### src/rtl/ifetch_queue.sv
// Instruction prefetch queue: issues sequential word fetches under a credit limit,
// buffers in-order responses with their PCs and hands them to the CPU; redirect flushes.
module ifetch_queue #(
  parameter int unsigned DEPTH    = 4,
  parameter logic [31:0] RESET_PC = 32'h0000_0000
) (
  input  logic        clock,
  input  logic        start,
  output logic        imem_req,
  output logic [31:0] imem_addr,
  input  logic        imem_rvalid,
  input  logic [31:0] imem_rdata,
  output logic        i_valid,
  input  logic        i_ready,
  output logic [31:0] i_datain,
  output logic [31:0] i_pc,
  input  logic        redirect,
  input  logic [31:0] redirect_pc
);

  localparam int unsigned AW = (DEPTH > 1) ? $clog2(DEPTH) : 1;
  localparam int unsigned CW = $clog2(DEPTH + 1);
  localparam int unsigned SW = CW + 2;

  typedef struct packed {
    logic [31:0] pc;
    logic [31:0] instr;
  } entry_t;

  entry_t          r_mem [DEPTH];
  logic [AW-1:0]   r_head, r_tail;
  logic [CW-1:0]   r_count, r_inflight, r_discard;
  logic [31:0]     r_fetch_pc, r_resp_pc;

  logic [AW-1:0]   w_head_nxt, w_tail_nxt;
  logic [CW-1:0]   w_count_nxt, w_inflight_nxt, w_discard_nxt;
  logic [31:0]     w_fetch_pc_nxt, w_resp_pc_nxt;
  logic [SW-1:0]   w_credits;
  logic [31:0]     w_redirect_al;
  logic            w_issue, w_drop, w_live, w_push, w_pop;

  assign w_redirect_al = redirect_pc & ~32'h0000_0003;
  assign w_credits     = SW'(r_count) + SW'(r_inflight) + SW'(r_discard);
  assign w_issue       = start && !redirect && (w_credits < SW'(DEPTH));
  // A response is either owed to a pre-redirect request or matches a live one; otherwise it is stray.
  assign w_drop        = imem_rvalid && (r_discard != '0);
  assign w_live        = imem_rvalid && (r_discard == '0) && (r_inflight != '0);
  assign w_push        = w_live && !redirect;
  assign w_pop         = (r_count != '0) && i_ready && !redirect;

  // Next-state for pointers, counters and PCs.
  always_comb begin
    w_head_nxt     = r_head;
    w_tail_nxt     = r_tail;
    w_count_nxt    = r_count;
    w_inflight_nxt = r_inflight;
    w_discard_nxt  = r_discard;
    w_fetch_pc_nxt = r_fetch_pc;
    w_resp_pc_nxt  = r_resp_pc;
    if (redirect) begin
      w_head_nxt     = '0;
      w_tail_nxt     = '0;
      w_count_nxt    = '0;
      w_inflight_nxt = '0;
      w_discard_nxt  = CW'(r_discard + r_inflight - CW'(w_drop || w_live));
      w_fetch_pc_nxt = w_redirect_al;
      w_resp_pc_nxt  = w_redirect_al;
    end else begin
      if (w_issue) begin
        w_fetch_pc_nxt = r_fetch_pc + 32'd4;
      end
      if (w_drop) begin
        w_discard_nxt = r_discard - CW'(1);
      end
      if (w_push) begin
        w_resp_pc_nxt = r_resp_pc + 32'd4;
        w_tail_nxt    = r_tail + AW'(1);
      end
      if (w_pop) begin
        w_head_nxt = r_head + AW'(1);
      end
      w_inflight_nxt = CW'(r_inflight + CW'(w_issue) - CW'(w_push));
      w_count_nxt    = CW'(r_count + CW'(w_push) - CW'(w_pop));
    end
  end

  always_ff @(posedge clock or negedge start) begin
    if (!start) begin
      r_head     <= '0;
      r_tail     <= '0;
      r_count    <= '0;
      r_inflight <= '0;
      r_discard  <= '0;
      r_fetch_pc <= RESET_PC;
      r_resp_pc  <= RESET_PC;
    end else begin
      r_head     <= w_head_nxt;
      r_tail     <= w_tail_nxt;
      r_count    <= w_count_nxt;
      r_inflight <= w_inflight_nxt;
      r_discard  <= w_discard_nxt;
      r_fetch_pc <= w_fetch_pc_nxt;
      r_resp_pc  <= w_resp_pc_nxt;
    end
  end

  // Entry storage needs no reset: reads are masked by count.
  always_ff @(posedge clock) begin
    if (w_push) begin
      r_mem[r_tail] <= '{pc: r_resp_pc, instr: imem_rdata};
    end
  end

  assign imem_req  = w_issue;
  assign imem_addr = r_fetch_pc;
  assign i_valid   = (r_count != '0);
  assign i_datain  = i_valid ? r_mem[r_head].instr : 32'h0000_0000;
  assign i_pc      = i_valid ? r_mem[r_head].pc : r_resp_pc;

endmodule
### config.mk
export PLATFORM = sky130hd
export DESIGN_NAME = ifetch_queue
export DESIGN_NICKNAME = d
export VERILOG_FILES = /design/src/rtl/ifetch_queue.sv
export SDC_FILE = /design/constraint.sdc
export NUM_CORES = 1
export LEC_CHECK = 0
export CORE_UTILIZATION = 50
export CTS_CLUSTER_SIZE = 24
export DETAILED_ROUTE_END_ITERATION = 10
export DONT_BUFFER_PORTS = 1
export PLACE_DENSITY = 0.62
export SYNTH_ARGS = -nofsm -noshare
export SYNTH_HDL_FRONTEND = slang
export SYNTH_SLANG_ARGS = --single-unit
### constraint.sdc
create_clock -name clock -period 6.4 [get_ports clock]
set_input_delay 1.28 -clock clock [delete_from_list [all_inputs] [get_ports clock]]
set_output_delay 1.28 -clock clock [all_outputs]
set_load 0.05 [all_outputs]
* Word level (Yosys, flattened, before mapping) *
Memory sizes are Yosys's and may differ from the RTL's.
Index checks and enable logic that the tools add are counted.

storage, ports and cells
  bits in registers = 77
  RAM bits = 256
  input bits = 69
  output and inout bits = 98
  logic and storage cells = 56
  memories kept = 1

operators by class
  add/sub/neg operators = 13
  magnitude comparators = 1
  mux-type cells = 16
  reductions and logical operators = 18

memory list
  memory  words  bits a word  rd ports  clocked after memory_dff  wr ports  line  RTL
  r_mem   4      64           1         0                         1         30    entry_t r_mem [DEPTH];

operator list
  kind                   number
  $mux 32                6
  $add 32x3->32 const B  2
  $mux 3                 4
  $reduce_bool 3->1      3
  $sub 3x1->3            3
  $logic_and 1x1->1      8
  $mux 2                 4
  $reduce_bool 2->1      4
  $add 3x1->3            2
  $add 4x3->5            1
  $lt 5x3->1 const B     1
  $add 2x1->2 const B    2
  $add 3x3->4            1
  $add 3x3->3            1
  $logic_not 3->1        1
  $sub 3x1->3 const B    1
  $mux 1                 2
  $logic_not 1->1        1
  $logic_or 1x1->1       1

* Longest topological paths before layout *
Gate-level depths: netlist (run 1).

  word-level depth = 7
  mapped depth = 14
  gate-level depth less buffers = 14

* Least setup slack after synthesis (run 1) *
OpenSTA, ideal clock, no wires.

  kind = register -> output
  start = reg r_inflight[1]
  end = out imem_req
  data arrival time = 2.899 ns
  required time = 5.120 ns
  path slack = 2.221 ns
  stages on the path, launching flop included = 10
  buffers on the path = 2
  cell sequence = dfrtp_1 inv_1 fa_1 nor2_1 fa_1 nor2b_1 o221ai_2 buf_2 buf_2 nor2_1

between the ends
  cells in the longest elaborated chain, start to end = 4

ends and longest elaborated chain
  item                    line  RTL
  from (decl)             32    logic [CW-1:0] r_count, r_inflight, r_discard;
  from (signal assigned)  100   r_inflight <= w_inflight_nxt;
  $add 3x3->4             43    assign w_credits = SW'(r_count) + SW'(r_inflight) + SW'(r_discard);
  $add 4x3->5             43
  $lt 5x3->1              44    assign w_issue = start && !redirect && (w_credits < SW'(DEPTH));
  $logic_and 1x1->1       44
  to (decl)               9     output logic imem_req,

Every way passes these cells.

* Worst setup path in the final report (run 1) *
Ends and elaborated chain as after synthesis.

==> PnR_summary.wiki, run 1 <==
{| class="wikitable"
! Metric !! Value
|-
| Worst path bufs/invs || 1
|-
| Wire length per cell after detailed routing || 22.4 microns
|-
| Vias per inst || between 6 and 7
|-
| Number of failing hold endpoints at the final stage || 0
|-
| Relative contribution of the clock network to total power || roughly 30%
|-
| Actual transition at the worst max-transition pin || between 1 and 1.5 ns
|-
| Cell-internal power || 4.02 mW
|-
| Achievable Freq || 0.217 GHz
|-
| Worst Setup Path Type || register to output port
|-
| Global-route met2 utilization || 33.5%
|-
| CP required || between 5 and 6 ns
|-
| Remaining design rule violation count || 0
|-
| Library cell used as clock root buffer || sky130_fd_sc_hd__clkbuf_16
|-
| NumNets Final || 1021
|-
| Post-synth cell types || 60
|-
| Async S/R FF share, synth || 22.7%
|-
| Number of instances resized during post-cts repair || 0
|-
| Die Span X || ~170 microns
|-
| Yosys top cell area share || 52.1%
|-
| Finished Core Util || 56.2%
|-
| Vias in the first global route || between 8000 and 9000
|-
| CP Launch Type || register
|-
| Number of fill cells in the layout || 2242
|-
| Met1 Resource Use GR || 28.7%
|-
| Critical-path cell list || inv_1 > fa_1 > nor2_1 > fa_1 > nor2b_1 > o221ai_2 > nor2_1
|-
| CP max stage cell || sky130_fd_sc_hd__nor2_1
|-
| Number of cells produced by synthesis || 939
|-
| Worst path arrival time || 3.32 ns
|-
| Non-filler instance count after layout || between 1000 and 1500
|-
| Die Y-Extent || 171 microns
|-
| Slowest Stage Delay on Critical Path || 0.78 ns
|-
| Hold-fix buffers at CTS || 0
|-
| Clock tree from TritonCTS || yes
|-
| Setup violations, final || 0
|-
| Post-synth EDFFs || 248
|-
| CTS H-tree depth || 2
|-
| Worst flop-to-flop path startpoint || r_inflight[1]$_DFF_PN0_
|-
| Clock Pin Slew Worst Setup and Hold Paths || 0.07 ns
|-
| Initial cell density of the core || between 50% and 60%
|-
| Count of warnings emitted by yosys || 0
|-
| Launch point of the worst path || r_inflight[1]$_DFF_PN0_
|-
| Cell class contributing the biggest share of worst-path delay || simple AND/OR/NAND/NOR gates
|-
| Average footprint of a synthesized cell || 15.2 sq um
|-
| Number of DRC markers in iteration 0 || 596
|-
| Largest buffer count on any clock path || 3
|-
| Number of buffers created by CTS || 35
|-
| Time the worst path needs with I/O delays and setup || between 4 and 5 ns
|-
| Sequential cell area in the final layout || 9280 sq um
|-
| Switching share of power || 38.1%
|-
| CTS sink cnt || 321
|-
| Worst IR Drop VDD || 0.000291 V
|-
| Leakage || roughly 5.1 nW
|-
| Setup repair after global routing missed its margin || no
|-
| Number of buffers inserted by port buffering || 0
|-
| Proportion of layout cells with a drive suffix above 1 || approximately 18%
|-
| Internal reg-to-reg setup slack || 2.57 ns
|-
| Relative contribution of sequential cells to total power || 40.3%
|-
| Max-capacitance violation count || 0
|-
| Tightest slew margin relative to the limit || 21.1%
|-
| Power per cell area || 413 nW/um^2
|-
| Commonest cells after routing, fill and taps aside || sky130_fd_sc_hd__edfxtp_1 (248), sky130_fd_sc_hd__dfrtp_1 (71), sky130_fd_sc_hd__mux4_2 (62)
|-
| Depth of the worst register-to-register path || 12
|-
| DP Wirelength || 18500 microns
|-
| Fin worst setup slack || roughly 1.8 ns
|-
| Final-report max-slew violation count || 0
|-
| Result of the run || finished, final reports clean
|-
| Post-Place Setup Slack || 2.30 ns
|-
| Period utilisation layout || 71.9%
|-
| Post-CTS setup buffers || 0
|-
| Most used routing layer in global routing || met2
|-
| Number of top-level pins || 167
|-
| Worst skew pair latency || 0.52 ns
|-
| Dominant cell type by area after synthesis || sky130_fd_sc_hd__edfxtp_1
|-
| Die ar. || 29300 sq um
|-
| Number of placement rows || 61
|-
| Portion of the post-synthesis area used by sequential elements || between 60% and 70%
|-
| Final total negative setup slack || 0 ns
|-
| Net switching power || 2.47 mW
|-
| Kind of end point of the critical path || output port
|-
| Largest fanout on the critical path || 6
|-
| Number of antenna violations at the first check in global routing || 0
|-
| Global route total overflow || 0
|-
| Number of antenna diodes || 0
|-
| Maximum number of pins on one net before global-route repair || 75
|-
| Total number of cells along the worst setup path || 7
|-
| Prevailing post-synth register cell || sky130_fd_sc_hd__edfxtp_1
|-
| First-pass GRT wire length || 46200 microns
|-
| Weighted congestion at the end of routability-driven global placement || 0.791
|-
| Area post-placement || between 10000 and 15000 sq um
|-
| Worst hold-check path type || input port to async pin
|-
| Worst setup skew after layout || 0.0219 ns
|-
| Number of synthesized register bits || 321
|-
| Area added between synthesis and finish || 9.74%
|-
| Met3 Usage GRT || 4.56%
|-
| Core region area || 27900 sq um
|-
| Total wire length || 29800 microns
|-
| Number of nets with antenna violations after detailed routing || 0
|-
| Worst r2r dst || r_inflight[2]$_DFF_PN0_
|-
| Post-route total power || about 6.5 mW
|-
| Dominant cells by area after synthesis || sky130_fd_sc_hd__edfxtp_1 (52%), sky130_fd_sc_hd__dfrtp_1 (13%), sky130_fd_sc_hd__mux4_2 (9.8%)
|-
| Fraction of power consumed by combinational cells || 30.0%
|-
| Post-Route Hold Slack || 0.463 ns
|-
| Multi-input combinational cell area || 4670 sq um
|-
| Netlist Area Pre-Place || 14300 sq um
|-
| Combined global-route utilization of all metal layers || 20.9%
|-
| Cell count after placement || ~1300
|-
| Total vias in the final route || 8154
|-
| Most common cell after layout, fill and taps aside || sky130_fd_sc_hd__edfxtp_1
|-
| First-pass iteration count of the detailed router || 5
|-
| Final design instance area without fill || between 15000 and 20000 sq um
|}
power by group through the flow:
stage               logic, mW  clock network [mW]  registers (mW)
floorplan                1.78                   0            2.55
global placement         1.96                   0            2.66
detailed placement       1.98                   0            2.66
CTS                      1.98                1.97            2.62
global route             2.09                2.05            2.64
finish                   1.95                1.92            2.61
routing by layer:
metal,up-vias,wire length [microns]
met1,4152,12900
met3,50,1960
li1,3679,-
met2,273,14300
met5,-,0
met4,0,665
cells in the mapped netlist, types with 4 or more instances:
master and n:
sky130_fd_sc_hd__inv_1 30, sky130_fd_sc_hd__and3_1 6, sky130_fd_sc_hd__edfxtp_1 248, sky130_fd_sc_hd__xor2_1 6, sky130_fd_sc_hd__a211oi_1 6, sky130_fd_sc_hd__nor3_1 10, sky130_fd_sc_hd__fa_1 6, sky130_fd_sc_hd__buf_2 12
sky130_fd_sc_hd__o21ai_0 15, sky130_fd_sc_hd__and2_1 42, sky130_fd_sc_hd__buf_4 6, sky130_fd_sc_hd__nor2_1 40, sky130_fd_sc_hd__a31oi_1 28, sky130_fd_sc_hd__or3_1 13, sky130_fd_sc_hd__buf_1 4, sky130_fd_sc_hd__o41ai_1 9
sky130_fd_sc_hd__o31ai_1 21, sky130_fd_sc_hd__o31a_1 8, sky130_fd_sc_hd__clkbuf_1 35, sky130_fd_sc_hd__nand4_1 21, sky130_fd_sc_hd__or2_2 4, sky130_fd_sc_hd__xnor2_1 12, sky130_fd_sc_hd__nor2b_1 12, sky130_fd_sc_hd__nand2_1 40
sky130_fd_sc_hd__nor4_1 14, sky130_fd_sc_hd__a21oi_1 12, sky130_fd_sc_hd__mux2_2 28, sky130_fd_sc_hd__mux4_2 62, sky130_fd_sc_hd__and4_1 8, sky130_fd_sc_hd__or4_1 24, sky130_fd_sc_hd__nand2b_1 6, sky130_fd_sc_hd__dfrtp_1 73
sky130_fd_sc_hd__nand3_1 22, sky130_fd_sc_hd__ha_1 17
cell families after synthesis:
family / share of synthesized area [%]
compound gates: 5.87
buf+inv: 2.62
mux: 12.2
fa+ha+maj: 2.33
flops: 64.8
other cells: 0.0262
xor+xnor: 1.10
simple gates: 11.0
cell type report:
cell class | instances | area share [%]
flip-flops and latches | 321 | 59.1
clock inverters | 19 | 1.06
multi-input cells | 533 | 29.8
repair buffers | 8 | 0.383
inverters | 30 | 0.718
clock buffers | 41 | 5.92
well taps | 378 | 3.01
flip-flops by register name, summed over array words and instances (netlist names):
name        cells
r_mem         248
r_tail          2
r_inflight      3
r_count         3
r_resp_pc      30
r_head          2
r_discard       3
imem_addr      30
how the worst max path moves through the flow:
stage          endpoint  slack (ns)
3_3_place_gp   imem_req        2.33
2_1_floorplan  imem_req        2.22
5_1_grt        imem_req        1.65
4_1_cts        imem_req        1.74
3_5_place_dp   imem_req        2.30
6_report       imem_req        1.80
Power figures use the tool's default switching activity.
==> inputs of run 2 (changes only) <==
Settings changed: PLACE_DENSITY 0.62 to 0.65.
Clock period 6.4 ns to 3.8 ns, I/O delays scaled along.
==> run 2 against run 1 <==
Effect of this change:
- combinational power increased by 84%
- via count increased by 1.2%
- global-route usage increased by 0.10 points
- clock skew decreased by 0.0079 ns
- clock power increased by 69%
- final cell count increased by 1.8%
- count of clock-buffer cells in the layout increased by 3
- non-clock buffer count increased by 23
- sequential share of layout area decreased by 1.1 points
- die area unchanged
- hold slack got worse by 0.33 ns
==> PnR_summary.wiki, run 2 (synthesized netlist as in run 1, its figures left out) <==
{| class="wikitable"
! Metric !! Value
|-
| Die Span X || 171 microns (unchanged)
|-
| Vias per inst || 6.09 (-0.63%)
|-
| Commonest cells after routing, fill and taps aside || sky130_fd_sc_hd__edfxtp_1 (248), sky130_fd_sc_hd__dfrtp_1 (69), sky130_fd_sc_hd__mux4_2 (62)
|-
| Remaining design rule violation count || 0 (unchanged)
|-
| Max-capacitance violation count || 0 (unchanged)
|-
| Number of nets with antenna violations after detailed routing || 0 (unchanged)
|-
| Post-Place Setup Slack || 0.540 ns (-1.76 ns)
|-
| Maximum number of pins on one net before global-route repair || 74 (-1.3%)
|-
| Initial cell density of the core || 51.2% (unchanged)
|-
| CTS sink cnt || 321 (unchanged)
|-
| Vias in the first global route || 8187 (+0.95%)
|-
| Number of buffers created by CTS || 35 (unchanged)
|-
| Worst path arrival time || 2.92 ns (-0.40 ns)
|-
| Largest buffer count on any clock path || 3 (unchanged)
|-
| Die ar. || 29300 sq um (unchanged)
|-
| Achievable Freq || 0.272 GHz
|-
| Actual transition at the worst max-transition pin || 1.01 ns (-0.164 ns)
|-
| Largest fanout on the critical path || 5 (-1)
|-
| Number of antenna violations at the first check in global routing || 0 (unchanged)
|-
| Number of top-level pins || 167 (unchanged)
|-
| Wire length per cell after detailed routing || 22.0 microns (-1.6%)
|-
| CTS H-tree depth || 2 (unchanged)
|-
| Critical-path cell list || inv_1 > fa_1 > nor2_1 > fa_1 > nor2b_4 > o221ai_4 > buf_6 > nor2_2 > buf_6
|-
| Clock Pin Slew Worst Setup and Hold Paths || 0.06 ns (about the same)
|-
| Time the worst path needs with I/O delays and setup || ~3.7 ns
|-
| Number of failing hold endpoints at the final stage || 0 (unchanged)
|-
| Total vias in the final route || 8249 (+1.2%)
|-
| Final-report max-slew violation count || 0 (unchanged)
|-
| Cell class contributing the biggest share of worst-path delay || adder cells
|-
| Internal reg-to-reg setup slack || 0.66 ns (-1.91 ns)
|-
| Number of DRC markers in iteration 0 || 564 (-5.4%)
|-
| Area post-placement || 14800 sq um (+1.2%)
|-
| Depth of the worst register-to-register path || 13 (+1)
|-
| Area added between synthesis and finish || 11.8%
|-
| Leakage || 5.24 nW (+2.6%)
|-
| Worst IR Drop VDD || 0.000472 V (+62%)
|-
| CP Launch Type || register
|-
| Kind of end point of the critical path || output port
|-
| Worst setup skew after layout || 0.0140 ns (-0.00786 ns)
|-
| Worst hold-check path type || input port to async pin
|-
| Number of placement rows || 61 (unchanged)
|-
| CP required || 3.04 ns (-2.08 ns)
|-
| Total wire length || 29800 microns (+0.19%)
|-
| First-pass GRT wire length || 46900 microns (+1.4%)
|-
| Clock tree from TritonCTS || yes
|-
| Worst skew pair latency || 0.51 ns (about the same)
|-
| Period utilisation layout || 96.9%
|-
| Combined global-route utilization of all metal layers || 21.0% (+0.10 points)
|-
| Setup violations, final || 0 (unchanged)
|-
| Die Y-Extent || 171 microns (unchanged)
|-
| CP max stage cell || sky130_fd_sc_hd__fa_1
|-
| Proportion of layout cells with a drive suffix above 1 || 20.0% (+2.1 points)
|-
| Cell count after placement || 1286 (+1.3%)
|-
| Post-route total power || 11.2 mW (+73%)
|-
| Slowest Stage Delay on Critical Path || 0.52 ns (-0.26 ns)
|-
| Library cell used as clock root buffer || sky130_fd_sc_hd__clkbuf_16
|-
| Tightest slew margin relative to the limit || 31.9% (+11 points)
|-
| First-pass iteration count of the detailed router || 5 (unchanged)
|-
| Power per cell area || 701 nW/um^2 (+70%)
|-
| NumNets Final || 1044 (+2.3%)
|-
| Fin worst setup slack || 0.118 ns (-1.68 ns)
|-
| Worst flop-to-flop path startpoint || r_count[1]$_DFF_PN0_
|-
| DP Wirelength || 18900 microns (+2.0%)
|-
| Worst r2r dst || r_inflight[2]$_DFF_PN0_
|-
| Worst Setup Path Type || register to output port
|-
| Non-filler instance count after layout || 1354 (+1.8%)
|-
| Number of antenna diodes || 0 (unchanged)
|-
| Global route total overflow || 0 (unchanged)
|-
| Weighted congestion at the end of routability-driven global placement || 0.781 (-1.3%)
|-
| Register ranked first by flip-flop count || r_mem
|-
| Flip-flop count of the largest register after layout || 248 (unchanged)
|-
| Final design instance area without fill || 16000 sq um (+1.9%)
|-
| Result of the run || finished, final reports clean
|-
| Core region area || 27900 sq um (unchanged)
|-
| Number of buffers inserted by port buffering || 0 (unchanged)
|-
| Worst path bufs/invs || 3 (+2)
|-
| Most common cell after layout, fill and taps aside || sky130_fd_sc_hd__edfxtp_1
|}
run 2: cell types whose count changed in the layout (fill, tap and decap cells not counted), sizes merged:
| cell | change |
|---|---|
| buf | +23 |
| clkbuf | +3 |
| clkinv | -2 |
| inv | -2 |
| bufinv | +1 |
| clkinvlp | +1 |
run 2: area by class of cell:
class | instances | area [sq um]
Multi-Input combinational cell | 533 | 4710
Inverter | 30 | 113
Sequential cell | 321 | 9280
Clock buffer | 44 | 931
Fill cell | 2224 | 11900
Tap cell | 378 | 473
Timing Repair Buffer | 31 | 310
Clock inverter | 17 | 176
run 2: report_power, final:
group          internal [mW]  leakage, nW  total [mW]  switching, mW
clock                   1.95        0.532        3.25           1.31
combinational           1.12         1.64        3.59           2.48
sequential              3.94         3.07        4.36          0.415
run 2: routing by layer:
layer	share of wire, %	GRT usage, %
met1	42	29.2
met2	48	33.4
met3	7.7	4.90
met4	1.8	5.24
met5	0	0
run 2: timing repair:
item / in CTS / in global routing
hold buffers: 1 / 0
gates cloned: 0 / 0
setup buffers: 0 / 6
resized for setup: 2 / 8
endpoints found under the hold margin: 73 / 0
setup endpoints to repair: 1 / 1
run 2: stage by stage:
| step | util [%] | hold WS, ns | setup TNS, ns |
|---|---|---|---|
| 6_report | 57.2 | 0.129 | 0 |
| 3_3_place_gp | 52.9 | 0.467 | 0 |
| 2_1_floorplan | - | 0.464 | 0 |
| 5_1_grt | 57.2 | 0.156 | -0.0104 |
| 4_1_cts | 56.9 | 0.154 | 0 |
| 3_5_place_dp | 52.9 | 0.466 | 0 |
run 2: worst reg2reg max path, delay by kind of cell (launching register included):
family / cells / cell delay [ns]
flops: 1 / 0.39
fa+ha+maj: 4 / 1.54
compound gates: 1 / 0.11
simple gates: 4 / 0.51
xor+xnor: 1 / 0.17
buf+inv: 3 / 0.32
run 2: worst max-delay path by stage:
stage / slack [ns] / end / start / depth (start not counted)
5_1_grt: -0.01 / imem_req / r_count[1]$_DFF_PN0_ / 9
2_1_floorplan: 0.17 / r_inflight[2]$_DFF_PN0_ / r_inflight[1]$_DFF_PN0_ / 14
6_report: 0.12 / imem_req / r_count[1]$_DFF_PN0_ / 9
4_1_cts: 0.02 / imem_req / r_count[2]$_DFF_PN0_ / 9
3_5_place_dp: 0.54 / imem_req / r_inflight[2]$_DFF_PN0_ / 9
3_3_place_gp: 0.58 / imem_req / r_inflight[2]$_DFF_PN0_ / 9
==> inputs of run 3 (changes only) <==
Settings changed: GPL_TIMING_DRIVEN set to 0.
==> run 3 against run 2 <==
Effect of this change:
- fmax down 2.6%
- highest routed layer unchanged
- clock power up 6%
- design area up 1.5%
- die area unchanged
- critical endpoint unchanged
- total power up 2.5%
- register-to-register slack worse by 0.36 ns
- worst setup slack worse by 0.10 ns
- wire length up 7.2%
- non-clock buffer count up 36
- clock skew down 0.0011 ns
- first-iteration DRC count up 14%
- via count up 2.1%
==> PnR_summary.wiki, run 3 (synthesized netlist as in run 1, its figures left out) <==
{| class="wikitable"
! Metric !! Value
|-
| Number of failing hold endpoints at the final stage || 0 (unchanged)
|-
| Post-route total power || 11.5 mW (+2.5%)
|-
| CTS H-tree depth || 2 (unchanged)
|-
| Library cell used as clock root buffer || sky130_fd_sc_hd__clkbuf_16
|-
| Vias per inst || 6.05 (-0.68%)
|-
| CP max stage cell || sky130_fd_sc_hd__fa_1
|-
| Time the worst path needs with I/O delays and setup || 3.78 ns (+0.0996 ns)
|-
| Clock Pin Slew Worst Setup and Hold Paths || 0.06 ns (about the same)
|-
| Post-Route Hold Slack || 0.122 ns (-0.00696 ns)
|-
| CP Launch Type || register
|-
| CP required || 3.04 ns (about the same)
|-
| Final design instance area without fill || 16200 sq um (+1.5%)
|-
| Combined global-route utilization of all metal layers || 22.6% (+1.6 points)
|-
| Maximum number of pins on one net before global-route repair || 74 (unchanged)
|-
| Worst path arrival time || 3.02 ns (+0.10 ns)
|-
| Die ar. || 29300 sq um (unchanged)
|-
| DP Wirelength || 21100 microns (+12%)
|-
| First-pass iteration count of the detailed router || 5 (unchanged)
|-
| Relative contribution of the clock network to total power || 29.9% (+0.9 points)
|-
| Wire length per cell after detailed routing || 23.0 microns (+4.2%)
|-
| Total wire length || 32000 microns (+7.2%)
|-
| Remaining design rule violation count || 0 (unchanged)
|-
| Worst path bufs/invs || 2 (-1)
|-
| Vias in the first global route || 8674 (+5.9%)
|-
| Number of top-level pins || 167 (unchanged)
|-
| Final-report max-slew violation count || 0 (unchanged)
|-
| Slowest Stage Delay on Critical Path || 0.47 ns (-0.05 ns)
|-
| Die Y-Extent || 171 microns (unchanged)
|-
| NumNets Final || 1080 (+3.4%)
|-
| Number of antenna violations at the first check in global routing || 0 (unchanged)
|-
| Register ranked first by flip-flop count || r_mem
|-
| Global route total overflow || 0 (unchanged)
|-
| CTS sink cnt || 321 (unchanged)
|-
| Area post-placement || 14900 sq um (+0.93%)
|-
| Total vias in the final route || 8423 (+2.1%)
|-
| Largest buffer count on any clock path || 3 (unchanged)
|-
| Most common cell after layout, fill and taps aside || sky130_fd_sc_hd__edfxtp_1
|-
| Number of DRC markers in iteration 0 || 645 (+14%)
|-
| Number of buffers inserted by port buffering || 0 (unchanged)
|-
| Number of nets with antenna violations after detailed routing || 0 (unchanged)
|-
| Number of antenna diodes || 0 (unchanged)
|-
| Result of the run || finished, final reports clean
|-
| Tightest slew margin relative to the limit || 25.5% (-6.4 points)
|-
| Initial cell density of the core || 51.2% (unchanged)
|-
| Finished Core Util || 58.1% (+0.85 points)
|-
| Critical-path cell list || ha_1 > a21oi_4 > nor2_1 > fa_1 > nor2b_2 > o221ai_4 > buf_6 > buf_6 > nor2_4
|-
| Worst skew pair latency || 0.52 ns (about the same)
|-
| Worst IR Drop VDD || 0.000496 V (+4.9%)
|-
| Number of placement rows || 61 (unchanged)
|-
| Dominant cell type by count on the critical path || sky130_fd_sc_hd__buf_6
|-
| Leakage || 5.35 nW (+2.0%)
|-
| Core region area || 27900 sq um (unchanged)
|-
| Flip-flop count of the largest register after layout || 248 (unchanged)
|-
| Setup repair after global routing missed its margin || yes
|-
| Worst Setup Path Type || register to output port
|-
| Actual transition at the worst max-transition pin || 1.11 ns (+0.0958 ns)
|-
| Proportion of layout cells with a drive suffix above 1 || 20.6% (+0.63 points)
|-
| Weighted congestion at the end of routability-driven global placement || 0.855 (+9.5%)
|-
| Area added between synthesis and finish || 13.5%
|-
| Worst setup skew after layout || 0.0129 ns (-0.00111 ns)
|-
| Clock tree from TritonCTS || yes
|-
| Number of buffers created by CTS || 35 (unchanged)
|-
| Cell class contributing the biggest share of worst-path delay || adder cells
|-
| First-pass GRT wire length || 49500 microns (+5.6%)
|-
| Worst hold-check path type || input port to async pin
|-
| Fraction of power consumed by combinational cells || 32.4% (+0.3 points)
|-
| Net switching power || 4.39 mW (+4.5%)
|-
| Achievable Freq || 0.264 GHz (-2.6%)
|-
| Period utilisation layout || 99.5% (+2.6 points)
|-
| Commonest cells after routing, fill and taps aside || sky130_fd_sc_hd__edfxtp_1 (248), sky130_fd_sc_hd__dfrtp_1 (70), sky130_fd_sc_hd__mux4_2 (62)
|-
| Cell-internal power || 7.09 mW (+1.2%)
|-
| Switching share of power || 38.2% (+0.75 points)
|-
| Max-capacitance violation count || 0 (unchanged)
|-
| Power per cell area || 707 nW/um^2 (+0.97%)
|-
| Relative contribution of sequential cells to total power || 37.6% (-1.3 points)
|-
| Setup violations, final || 0 (unchanged)
|-
| Die Span X || 171 microns (unchanged)
|-
| Kind of end point of the critical path || output port
|-
| Largest fanout on the critical path || 10 (+5)
|}
## run 3: changes by cell type in the layout (fill, tap and decap cells not counted), moves of 4 or more
cell                       before  now
sky130_fd_sc_hd__clkbuf_1       8   36
sky130_fd_sc_hd__buf_4         24   11
sky130_fd_sc_hd__buf_2          0   12
sky130_fd_sc_hd__clkinv_2       3   11
sky130_fd_sc_hd__and2_4         0    4
sky130_fd_sc_hd__buf_12         4    0
sky130_fd_sc_hd__buf_16         1    5
sky130_fd_sc_hd__o21ai_1        4    0
## run 3: layout make-up
class                      count  area [sq um]
clock buffer                  39           901
sequential                   321          9280
fill                        2215         11700
buffer                        57           274
tap                          378           473
inverter                      30           113
timing repair buffer          10           175
clock inverter                24           273
multi-input combinational    533          4740
## run 3: path summary, 6_finish.rpt
path                                      startpoint                         to  slack [ns]  cells after the start
min in group clock                    imem_rdata[18]     r_mem[0][18]$_DFFE_PP_        0.33                      0
hold / removal                                 start  imem_addr[26]$_DFFE_PN0P_        0.12                      1
max in group asynchronous                      start    r_inflight[1]$_DFF_PN0_        3.32                      1
setup / recovery             r_inflight[0]$_DFF_PN0_                   imem_req        0.02                      9
setup reg to reg             r_inflight[0]$_DFF_PN0_    r_inflight[2]$_DFF_PN0_        0.30                     14
hold reg to reg            r_resp_pc[23]$_DFFE_PN0N_     r_mem[2][55]$_DFFE_PP_        0.56                      0
## run 3: stage by stage
step | worst slack [ns] | TNS (ns) | instances
final | 0.0179 | 0 | 1392
after global routing | -0.0938 | -0.0938 | 1392
after CTS | -0.0109 | -0.0263 | 1393
after detailed placement | -0.341 | -1.52 | 1324
after global placement | -1.35 | -329.08 | 1320
after floorplan | 0.170 | 0 | 942
## run 3: what timing repair did
| action | 4_1_cts | 5_1_grt |
|---|---|---|
| setup endpoints to repair | 9 | 14 |
| setup buffers | 5 | 0 |
| resized for setup | 22 | 3 |
| hold buffers | 1 | 0 |
| hold endpoints to repair | 73 | 0 |
| pin swaps | 5 | 1 |
## run 3: power groups by stage
stage / Clock [mW] / Sequential (mW) / Combinational (mW)
after detailed placement: 0 / 4.37 / 3.60
after floorplan: 0 / 4.29 / 3.00
after CTS: 3.49 / 4.30 / 3.78
after global placement: 0 / 4.37 / 3.57
final: 3.44 / 4.32 / 3.72
after global routing: 3.62 / 4.35 / 3.97
## run 3: metal layers
layer | vias to the layer above | part of all wire [%] | track usage [%]
met5 | - | 0 | 0.174
met3 | 44 | 7.9 | 5.34
li1 | 3807 | - | -
met2 | 325 | 47 | 36.6
met4 | 0 | 1.9 | 6.29
met1 | 4247 | 43 | 30.6
